**src/rtl/uart_pkg.sv**
```systemverilog
// Shared types and constants for the buffered UART transmitter.
// Holds the frame-FSM state encoding and the data-bit count of an 8N1 frame.
package uart_pkg;

  typedef enum logic [1:0] {IDLE, START, DATA, STOP} uart_tx_state_t;

  localparam int UART_DATA_BITS = 8;

endpackage

```
**src/rtl/sync_fifo.sv**
```systemverilog
// Single-clock FIFO with registered occupancy, full and empty flags.
// Pushes into a full FIFO and pops from an empty one are ignored.
module sync_fifo #(
  parameter int WIDTH = 8,
  parameter int DEPTH = 16
) (
  input  logic                   clk,
  input  logic                   reset,
  input  logic                   push,
  input  logic [WIDTH-1:0]       push_data,
  input  logic                   pop,
  output logic [WIDTH-1:0]       head,
  output logic                   full,
  output logic                   empty,
  output logic [$clog2(DEPTH):0] count
);

  localparam int AW = $clog2(DEPTH);

  logic [WIDTH-1:0] mem [DEPTH];
  logic [AW-1:0]    wr_ptr;
  logic [AW-1:0]    rd_ptr;
  logic [AW:0]      count_n;
  logic             do_push;
  logic             do_pop;

  assign do_push = push && !full;
  assign do_pop  = pop && !empty;
  assign head    = mem[rd_ptr];

  always_comb begin
    count_n = count;
    if (do_push && !do_pop) begin
      count_n = count + (AW+1)'(1);
    end else if (do_pop && !do_push) begin
      count_n = count - (AW+1)'(1);
    end
  end

  // Pointers wrap naturally because DEPTH is a power of two; count tells full from empty.
  always_ff @(posedge clk) begin
    if (reset) begin
      wr_ptr <= '0;
      rd_ptr <= '0;
      count  <= '0;
      full   <= 1'b0;
      empty  <= 1'b1;
    end else begin
      if (do_push) begin
        wr_ptr <= wr_ptr + AW'(1);
      end
      if (do_pop) begin
        rd_ptr <= rd_ptr + AW'(1);
      end
      count <= count_n;
      full  <= (count_n == (AW+1)'(DEPTH));
      empty <= (count_n == '0);
    end
  end

  always_ff @(posedge clk) begin
    if (do_push) begin
      mem[wr_ptr] <= push_data;
    end
  end

endmodule

```
**src/rtl/uart_tx_fifo.sv**
```systemverilog
// Buffered 8N1 UART transmitter: bytes queue in a FIFO and are sent LSB-first
// with one start and one stop bit, frames back-to-back with no idle gap.
module uart_tx_fifo
  import uart_pkg::*;
#(
  parameter int CLKS_PER_BIT = 50,
  parameter int FIFO_DEPTH   = 16
) (
  input  logic                        clk,
  input  logic                        reset,
  input  logic [7:0]                  tx_data,
  input  logic                        tx_wr,
  output logic                        tx_full,
  output logic                        tx_empty,
  output logic [$clog2(FIFO_DEPTH):0] tx_count,
  output logic                        overflow,
  input  logic                        ovf_clr,
  output logic                        busy,
  output logic                        uart_tx
);

  localparam int BW = (CLKS_PER_BIT > 1) ? $clog2(CLKS_PER_BIT) : 1;
  localparam logic [BW-1:0] BAUD_LAST = BW'(CLKS_PER_BIT - 1);
  localparam int IW = $clog2(UART_DATA_BITS);
  localparam logic [IW-1:0] LAST_BIT = IW'(UART_DATA_BITS - 1);

  uart_tx_state_t            state;
  uart_tx_state_t            state_n;
  logic [BW-1:0]             baud_cnt;
  logic [BW-1:0]             baud_n;
  logic [IW-1:0]             bit_idx;
  logic [IW-1:0]             bit_n;
  logic [UART_DATA_BITS-1:0] sh;
  logic [UART_DATA_BITS-1:0] sh_n;
  logic [7:0]                fifo_head;
  logic                      pop;
  logic                      line_n;
  logic                      baud_wrap;
  logic [BW-1:0]             baud_inc;

  // Write handshake: a byte is taken on any edge where tx_wr is high and the
  // registered tx_full is low; a write seen while tx_full is high is dropped
  // and latched into overflow.
  sync_fifo #(
    .WIDTH(8),
    .DEPTH(FIFO_DEPTH)
  ) fifo (
    .clk       (clk),
    .reset     (reset),
    .push      (tx_wr),
    .push_data (tx_data),
    .pop       (pop),
    .head      (fifo_head),
    .full      (tx_full),
    .empty     (tx_empty),
    .count     (tx_count)
  );

  assign baud_wrap = (baud_cnt == BAUD_LAST);
  assign baud_inc  = baud_wrap ? '0 : baud_cnt + BW'(1);

  always_comb begin
    state_n = state;
    baud_n  = baud_cnt;
    bit_n   = bit_idx;
    sh_n    = sh;
    pop     = 1'b0;
    line_n  = 1'b1;
    case (state)
      IDLE: begin
        if (!tx_empty) begin
          pop     = 1'b1;
          sh_n    = fifo_head;
          baud_n  = '0;
          bit_n   = '0;
          state_n = START;
        end
      end
      START: begin
        line_n = 1'b0;
        baud_n = baud_inc;
        if (baud_wrap) begin
          state_n = DATA;
        end
      end
      DATA: begin
        line_n = sh[0];
        baud_n = baud_inc;
        if (baud_wrap) begin
          sh_n  = sh >> 1;
          bit_n = bit_idx + IW'(1);
          if (bit_idx == LAST_BIT) begin
            state_n = STOP;
          end
        end
      end
      STOP: begin
        baud_n = baud_inc;
        if (baud_wrap) begin
          // Chain straight into the next frame so queued bytes leave gap-free.
          if (!tx_empty) begin
            pop     = 1'b1;
            sh_n    = fifo_head;
            bit_n   = '0;
            state_n = START;
          end else begin
            state_n = IDLE;
          end
        end
      end
      default: state_n = IDLE;
    endcase
  end

  always_ff @(posedge clk) begin
    if (reset) begin
      state    <= IDLE;
      baud_cnt <= '0;
      bit_idx  <= '0;
      sh       <= '0;
      uart_tx  <= 1'b1;
      busy     <= 1'b0;
      overflow <= 1'b0;
    end else begin
      state    <= state_n;
      baud_cnt <= baud_n;
      bit_idx  <= bit_n;
      sh       <= sh_n;
      uart_tx  <= line_n;
      busy     <= (state != IDLE);
      if (tx_wr && tx_full) begin
        overflow <= 1'b1;
      end else if (ovf_clr) begin
        overflow <= 1'b0;
      end
    end
  end

endmodule
```
**config.mk**
```make
export PLATFORM = sky130hd
export DESIGN_NAME = uart_tx_fifo
export DESIGN_NICKNAME = d
export VERILOG_FILES = /design/src/rtl/uart_pkg.sv /design/src/rtl/sync_fifo.sv /design/src/rtl/uart_tx_fifo.sv
export SDC_FILE = /design/constraint.sdc
export NUM_CORES = 1
export LEC_CHECK = 0
export CAP_MARGIN = 20
export CORE_MARGIN = 2
export CORE_UTILIZATION = 40
export DETAILED_ROUTE_END_ITERATION = 8
export GPL_TIMING_DRIVEN = 0
export SETUP_SLACK_MARGIN = 0.1
export SYNTH_ARGS = -nofsm -noshare
export SYNTH_HDL_FRONTEND = slang
export SYNTH_SLANG_ARGS = --single-unit
```
**constraint.sdc**
```tcl
create_clock -name clk -period 2 [get_ports clk]
set_clock_uncertainty 0.05 [all_clocks]
set_input_delay 0.3 -clock clk [delete_from_list [all_inputs] [get_ports clk]]
set_output_delay 0.3 -clock clk [all_outputs]
set_load 0.03 [all_outputs]
```
# Word-level counts from Yosys, hierarchy flattened
# Memories as Yosys holds them, arrays and structs flattened. A register that Yosys moved wholly into a read port is not among the register bits.
# Index checks and enable logic that the tools add are counted.
dict set report totals {
  ram_bits 128
  register_bits 37
  mem_count 1
}
# memory depth width rd rd_clocked_by_memory_dff wr line_no
set mem_list {}
lappend mem_list {fifo.mem 16 8 1 1 1 sync_fifo.sv:20} ;# logic [WIDTH-1:0] mem [DEPTH];
dict set report op_classes {
  muxes 30
  n_reduce_logical 17
  eq_ne 11
  addsub 6
}
# operator n
set ops {}
lappend ops {{8-bit 2-to-1 mux} 3}
lappend ops {{8-bit one-hot mux with 3 select lines} 1}
lappend ops {{6-bit 2-to-1 mux} 2}
lappend ops {{6-bit one-hot mux with 2 select lines} 1}
lappend ops {{2-bit 2-to-1 mux} 5}
lappend ops {{5-bit 2-to-1 mux} 2}
lappend ops {{2-bit != test (second input constant)} 5}
lappend ops {{3-bit 2-to-1 mux} 3}
lappend ops {{3-bit one-hot mux with 3 select lines} 1}
lappend ops {{4-bit by 1-bit adder with 4-bit output (second input constant)} 2}
lappend ops {{4-bit 2-to-1 mux} 2}
lappend ops {{2-bit one-hot mux with 4 select lines} 1}
lappend ops {{1-bit 2-to-1 mux} 7}
lappend ops {{6-bit by 1-bit adder with 6-bit output (second input constant)} 1}
lappend ops {{6-bit == test (second input constant)} 1}
lappend ops {{5-bit by 1-bit adder with 5-bit output (second input constant)} 1}
lappend ops {{5-bit == test (second input constant)} 1}
lappend ops {{1-bit logical AND} 5}
lappend ops {{5-bit logical NOT} 1}
lappend ops {{5-bit AND reduction} 1}
lappend ops {{5-bit by 1-bit subtractor with 5-bit output (second input constant)} 1}
lappend ops {{2-bit == test (second input constant)} 2}
lappend ops {{1-bit logical NOT} 4}
lappend ops {{1-bit one-hot mux with 2 select lines} 2}
lappend ops {{other kinds (8)} 9}

# Depth between registers and ports, before layout
# Gate-level depths: netlist (run 1).
dict set report logic_depth {
  depth_word 8
  depth_mapped 9
}

# By module
# A second synthesis (run 1) with hierarchy kept.
dict set report hier_totals {
  cells_unflattened 413
  hier_area_um2 7064.3
}
# module cells_each area_each_um2 n_inst
set by_module_without_submodules {}
lappend by_module_without_submodules {sync_fifo 293 5890.6 1}
lappend by_module_without_submodules {uart_tx_fifo 120 1173.6 1}

# Worst setup path after synthesis (run 1)
# Ideal clock, no wire load.
dict set report synth_path {
  path_type {flip-flop to flip-flop}
  start {reg fifo.full}
  end {mem fifo.mem[3][0], enable pin}
  synth_period_minus_slack_ps 2054
  t_required_ps 1567
  arrival_time_ps 1621
  setup_slack_ps -54
  path_stages_with_launch 5
  path_buffers 1
  cell_sequence {dfxtp_1 > nor2b_1 > clkbuf_1 > nand2_1 > nor3_1}
}
dict set report synth_via {
  elab_chain_len 4
}
# element line_no
set synth_lines {}
lappend synth_lines {{from (decl)} sync_fifo.sv:13} ;# output logic full,
lappend synth_lines {{from (signal assigned)} sync_fifo.sv:56} ;# full <= (count_n == (AW+1)'(DEPTH));
lappend synth_lines {{1-bit logical NOT} sync_fifo.sv:27} ;# assign do_push = push && !full;
lappend synth_lines {{1-bit logical AND} sync_fifo.sv:27}
lappend synth_lines {{1-bit 2-to-1 mux} sync_fifo.sv:62} ;# if (do_push) begin
lappend synth_lines {{1-bit 2-to-1 mux (not written as such)} sync_fifo.sv:63} ;# mem[wr_ptr] <= push_data;
lappend synth_lines {{to (decl)} sync_fifo.sv:20}
# Every way passes these cells.

==> run metrics, run 1 <==
fin crit share=1.02; status=complete, but fails checks; Mapped Nets=about 450; Arr. time, crit path=roughly 2300 ps; post-synthesis simple-gate area fraction=0.0699; ranking of synthesized cells by area=edfxtp_1 (56%), mux4_2 (13%), dfxtp_1 (12%); Cells after DPL=~660; Max Slew Vio Count=0; relative slew slack=0.599; CTS root buf=clkbuf_16; peak supply drop=slightly above 700 uV; Starting DRT DRC Count=around 190; yosys warns=0; Fin. Hold Viols=0; Starting Density=0.411; first-pass GRT wire length=roughly 21 mm; Netlist cell types=42; initial antenna violation count=0; routed length per placed instance=18.8 um; # IOs=22; RSZ-0062 raised after global routing=yes; measured slew at the worst slew-check pin=roughly 600 ps; cts bufs inserted=17; area leader, netlist=edfxtp_1; CTS tree=done; crit-path max cell delay=approximately 530 ps; Avg Inst Size Synth=roughly 16 um2; FF+latch count, synth=around 170; Area Overhead vs Synth=23.9%; Synth Flop Type=edfxtp_1; Total Die Area=between 15000 and 20000 um2; share of the yosys chip area belonging to registers=0.682; final HPWL from detailed placement=8.88 mm; maximum clock rate=slightly below 500 MHz; # setup viols final=2; vias in the first global route=3842; clk buf depth=2; largest net degree at the start of global routing=19; CP Max Fanout=7; # H-tree levels=4; Total Power=between 10 and 15 mW; max_cap viols=0; Crit-path slowest cell=mux4_2; Adder-Cell Fraction of Synth Area=0.0311; Clock Latency Late Sink=around 430 ps; Pleak=roughly 2.8 nW; mapped cell area=6840 um2; asr flop ratio synth=0; critical path class=register to register; non-filler instance count after layout=~700; layout net count=between 500 and 600; largest family of logic cells by synthesized area=multiplexers; Compound-Gate Fraction of Synth Area=0.0437; CP endpoint kind=register; P per Cell Area=1280 nW/um2; crit-path cells=buf_12 -> buf_12 -> mux4_2 -> mux4_2 -> a22oi_2 -> nor2_1; Syn Inst Count=422; clock period minus worst slack=between 2000 and 2500 ps; DR DRC count=0; Cell Area, Placed=around 7400 um2; type of the worst min-delay path=register to register; Post-synth top cells=edfxtp_1 (128), nor2_1 (44), dfxtp_1 (41); Vias/cell=between 5 and 6; layout cell share with drive strength beyond 1=0.308; r2r setup slk=-30 ps; port buffer count=21; via count=around 3700; Core ar.=16600 um2; Worst setup SP type=register; GRT Overall Usage=0.160; Post-synth EDFFs=roughly 130; failing checks=setup timing; # clock sinks=169; WL final=13.4 mm; RePlAce Congestion=0.798; Non-Filler Cell Area, Final=about 8500 um2; mux cell area share after synthesis=0.135; GRT Residual Overflow=0; share of the synthesized area in the top cell type=0.562; Routed Antenna Nets=0; worst setup margin=-34.2 ps; # diodes=0; Die X=about 130 um; top-count cell post-synth=edfxtp_1; Vert. Die Dim=roughly 130 um; TritonRoute pass-1 iters=5; Row Count=between 40 and 50; Worst Path Required=~2300 ps; Synth Area in XOR/XNOR=0.0166; clk slew on worst S/H paths=about 70 ps
final timing paths:
path	from	end	cells after the start
worst max-delay path	register	sh[7]	6
worst min-delay path	bit_idx[2]	bit_idx[2]	2
worst max register to register	register	sh[7]	6
worst min register to register	bit_idx[2]	bit_idx[2]	2
where the power goes:
group	leakage [nW]	switching, mW	internal (mW)	total (mW)
Combinational	1.02	1.64	1.63	3.27
Sequential	1.49	0.222	4.06	4.29
Clock	0.298	1.48	1.79	3.27
critical path: cells and delay by family (launching register included):
| family | cells | cell delay, ps |
|---|---|---|
| simple gates | 1 | 50 |
| flops | 1 | 340 |
| compound gates | 1 | 130 |
| buf+inv | 2 | 270 |
| mux | 2 | 1050 |
state kept, by name, summed over array words and instances, names as in the netlist, named ones only:
| register | cells |
|---|---|
| baud_cnt | 6 |
| bit_idx | 3 |
| busy | 1 |
| fifo.count | 5 |
| fifo.empty | 1 |
| fifo.full | 1 |
| fifo.mem | 128 |
| fifo.rd_ptr | 4 |
| fifo.wr_ptr | 4 |
| overflow | 1 |
| sh | 8 |
| state | 2 |
| uart_tx | 1 |
cell families after synthesis:
| family | after synthesis |
|---|---|
| compound gates | 45 |
| buf+inv | 30 |
| flops | 169 |
| xor+xnor | 13 |
| mux | 42 |
| fa+ha+maj | 17 |
| simple gates | 106 |
layout by cell type (no fill, tap or decap), drive strengths merged, types with 2 or more instances in the layout:
cell type	synthesis	routed
a211oi	8	8
clkdlybuf4s50	0	17
mux4	40	40
or3	3	3
ha	17	17
a21oi	15	15
buf	8	27
mux2i	2	2
nor3	8	8
nand4	5	5
inv	10	18
nor2b	2	2
clkbuf	12	29
o21ai	8	8
xor2	8	8
nor2	44	44
edfxtp	128	128
dfxtp	41	41
nand2	30	30
xnor2	5	5
a41o	2	2
clkinv	0	6
nand2b	4	4
nand3	6	6
dlygate4sd2	0	3
a221oi	2	2
metal layers:
layer	track usage	wire, um	up-vias
met4	0.0474	141	0
li1	-	-	1754
met1	0.204	5920	1889
met3	0.0432	531	14
met2	0.268	6830	71
met5	0	0	-
what timing repair did:
item	4_1_cts	5_1_grt
cloned	1	1
hold buffers	0	0
pin swaps	5	6
setup endpoints to repair	154	135
buffers inserted	9	7
resized for setup	67	22
through the flow:
stage	hold slack [ps]	utilization	TNS [ps]	worst slack, ps
2_1_floorplan	349	-	0	23.8
3_3_place_gp	396	0.441	-102970	-1190
3_5_place_dp	414	0.442	-98570	-846
4_1_cts	422	0.500	-137	-37.0
5_1_grt	437	0.509	-586	-110
6_report	421	0.509	-34.8	-34.2
area by class of cell:
cell class	instances	area [um2]
Fill cell	1393	8170
Sequential cell	169	4680
Multi-Input combinational cell	223	2280
Timing Repair Buffer	40	443
Clock buffer	17	425
Tap cell	220	275
Clock inverter	15	176
Buffer	20	163
Inverter	10	37.5
No activity file was read; power rests on OpenSTA's default activity.
==> run 2, diff against run 1 <==
Settings changed: CORE_UTILIZATION 40 to 45.
==> run 2 against run 1 <==
The run still ends with setup timing left. Flip-flop and latch count is the same. Worst setup slack lost 49 ps. Via count grew 1.7%. Non-clock buffer count is the same. Largest power group unchanged.
==> run metrics, run 2 (synthesized netlist as in run 1, its figures left out) <==
CTS tree=done; Cells after DPL=631; number of hold buffers added after CTS=0; relative slew slack=0.571; layout net count=510; leading cell type in the layout, fill and taps excluded=edfxtp_1; # IOs=22; GRT Overall Usage=0.185; status=complete, but fails checks; measured slew at the worst slew-check pin=641 ps; crit path capture=sh[3]; Clk network pwr share=0.309; Vert. Die Dim=between 100 and 150 um; WL final=~14 mm; critical path class=register to register; max FFs per register=128; r2r setup slk=-80 ps; largest register by flop count=fifo.mem; Sequential Power Share=0.386; final HPWL from detailed placement=between 8 and 9 mm; layout cell share with drive strength beyond 1=0.322; Max Slew Vio Count=0; # clock sinks=~170; largest net degree at the start of global routing=18; sum of negative setup slack=-445 ps; Arr. time, crit path=roughly 2300 ps; clock period minus worst slack=~2100 ps; met1 wire length=5.94 mm; peak supply drop=between 600 and 700 uV; worst setup margin=-83.6 ps; RePlAce Congestion=0.764; DR DRC count=0; initial antenna violation count=0; port buffer count=21; WL met2=7.21 mm; via count=~3800; RSZ-0062 raised after global routing=yes; fin util=0.567; Core ar.=about 15000 um2; Reg2Reg Depth=7; # diodes=0; Row Count=45; Pleak=2.79 nW; CP endpoint kind=register; cts bufs inserted=17; Starting DRT DRC Count=220; fin crit share=1.04; type of the worst min-delay path=register to register; WL met3=629 um; internal power=slightly below 8 mW; Starting Density=0.455; Total Die Area=16200 um2; clk buf depth=2; maximum clock rate=around 480 MHz; # H-tree levels=4; Largest regs=fifo.mem x128, sh x8, baud_cnt x6; Clock Latency Late Sink=between 400 and 500 ps; CTS root buf=clkbuf_16; Comb pwr share=0.306; failing checks=setup timing; max_cap viols=0; Worst Path Required=between 2000 and 2500 ps; TritonRoute pass-1 iters=4; Area Overhead vs Synth=24.6%; GRT Residual Overflow=0; vias in the first global route=just under 4000; clk slew on worst S/H paths=about 70 ps; routed length per placed instance=between 20 and 25 um; Routed Antenna Nets=0; Worst setup SP type=register; top sig layer=met4; non-filler instance count after layout=682; Fin. Hold Viols=0; Vias/cell=between 5 and 6; P per Cell Area=around 1300 nW/um2; Die X=around 130 um; sw power=between 3 and 4 mW; Sw Ratio=0.303; # setup viols final=8; CP Max Fanout=6; first-pass GRT wire length=approximately 22 mm; FF-to-FF End=sh[3]; Total Power=around 11 mW; most frequent cells in the layout=edfxtp_1 (128), mux4_2 (40), dfxtp_1 (34), nor2_1 (31), nand2_1 (22)
==> run 2: critical path: stages (launching register included) <==
cell	delay [ps]
dfxtp_2	340
buf_8	130
buf_6	110
buf_12	120
mux4_2	550
mux4_2	490
nand2_2	90
a211oi_2	60
==> run 2: what timing repair did <==
action | 4_1_cts | 5_1_grt
endpoints found under the hold margin | 0 | 0
gates resized for setup | 80 | 16
gates cloned | 2 | 0
pin swaps | 9 | 6
endpoints found under the setup margin | 154 | 105
buffers inserted | 14 | 4
==> run 2: metal layers <==
metal,vias to the layer above,track usage
met5,-,0
met1,1954,0.239
met2,73,0.317
met4,0,0.0472
met3,15,0.0423
li1,1748,-
==> run 2: power by group through the flow <==
stage / clock network [mW] / logic, mW / registers (mW)
final: 3.45 / 3.42 / 4.31
after global routing: 3.65 / 3.72 / 4.34
after CTS: 3.52 / 3.33 / 4.30
after detailed placement: 0 / 2.73 / 4.33
after global placement: 0 / 2.68 / 4.32
after floorplan: 0 / 1.92 / 4.41
==> run 2: worst min path at each step <==
stage,to,cells past startpoint,startpoint
2_1_floorplan,fifo.mem[0][0],0,tx_data[0]
3_3_place_gp,bit_idx[2],2,bit_idx[2]
3_5_place_dp,bit_idx[2],2,bit_idx[2]
4_1_cts,bit_idx[2],2,bit_idx[2]
5_1_grt,bit_idx[2],2,bit_idx[2]
6_report,bit_idx[2],2,bit_idx[2]
==> run 2: layout make-up <==
| type | count | area [um2] |
|---|---|---|
| Multi-Input combinational cell | 223 | 2340 |
| Inverter | 10 | 40.0 |
| Fill cell | 1159 | 6510 |
| Timing Repair Buffer | 40 | 434 |
| Tap cell | 188 | 235 |
| Sequential cell | 169 | 4680 |
| Clock buffer | 17 | 425 |
| Buffer | 20 | 158 |
| Clock inverter | 15 | 210 |
==> run 2: stage by stage <==
step | hold slack (ps) | area (um2) | setup slack [ps]
detailed placement | 411 | 7310 | -843
finish | 415 | 8520 | -83.6
floorplan | 349 | 6860 | 23.8
global route | 434 | 8520 | -148
global placement | 391 | 7300 | -1310
CTS | 419 | 8450 | -83.7
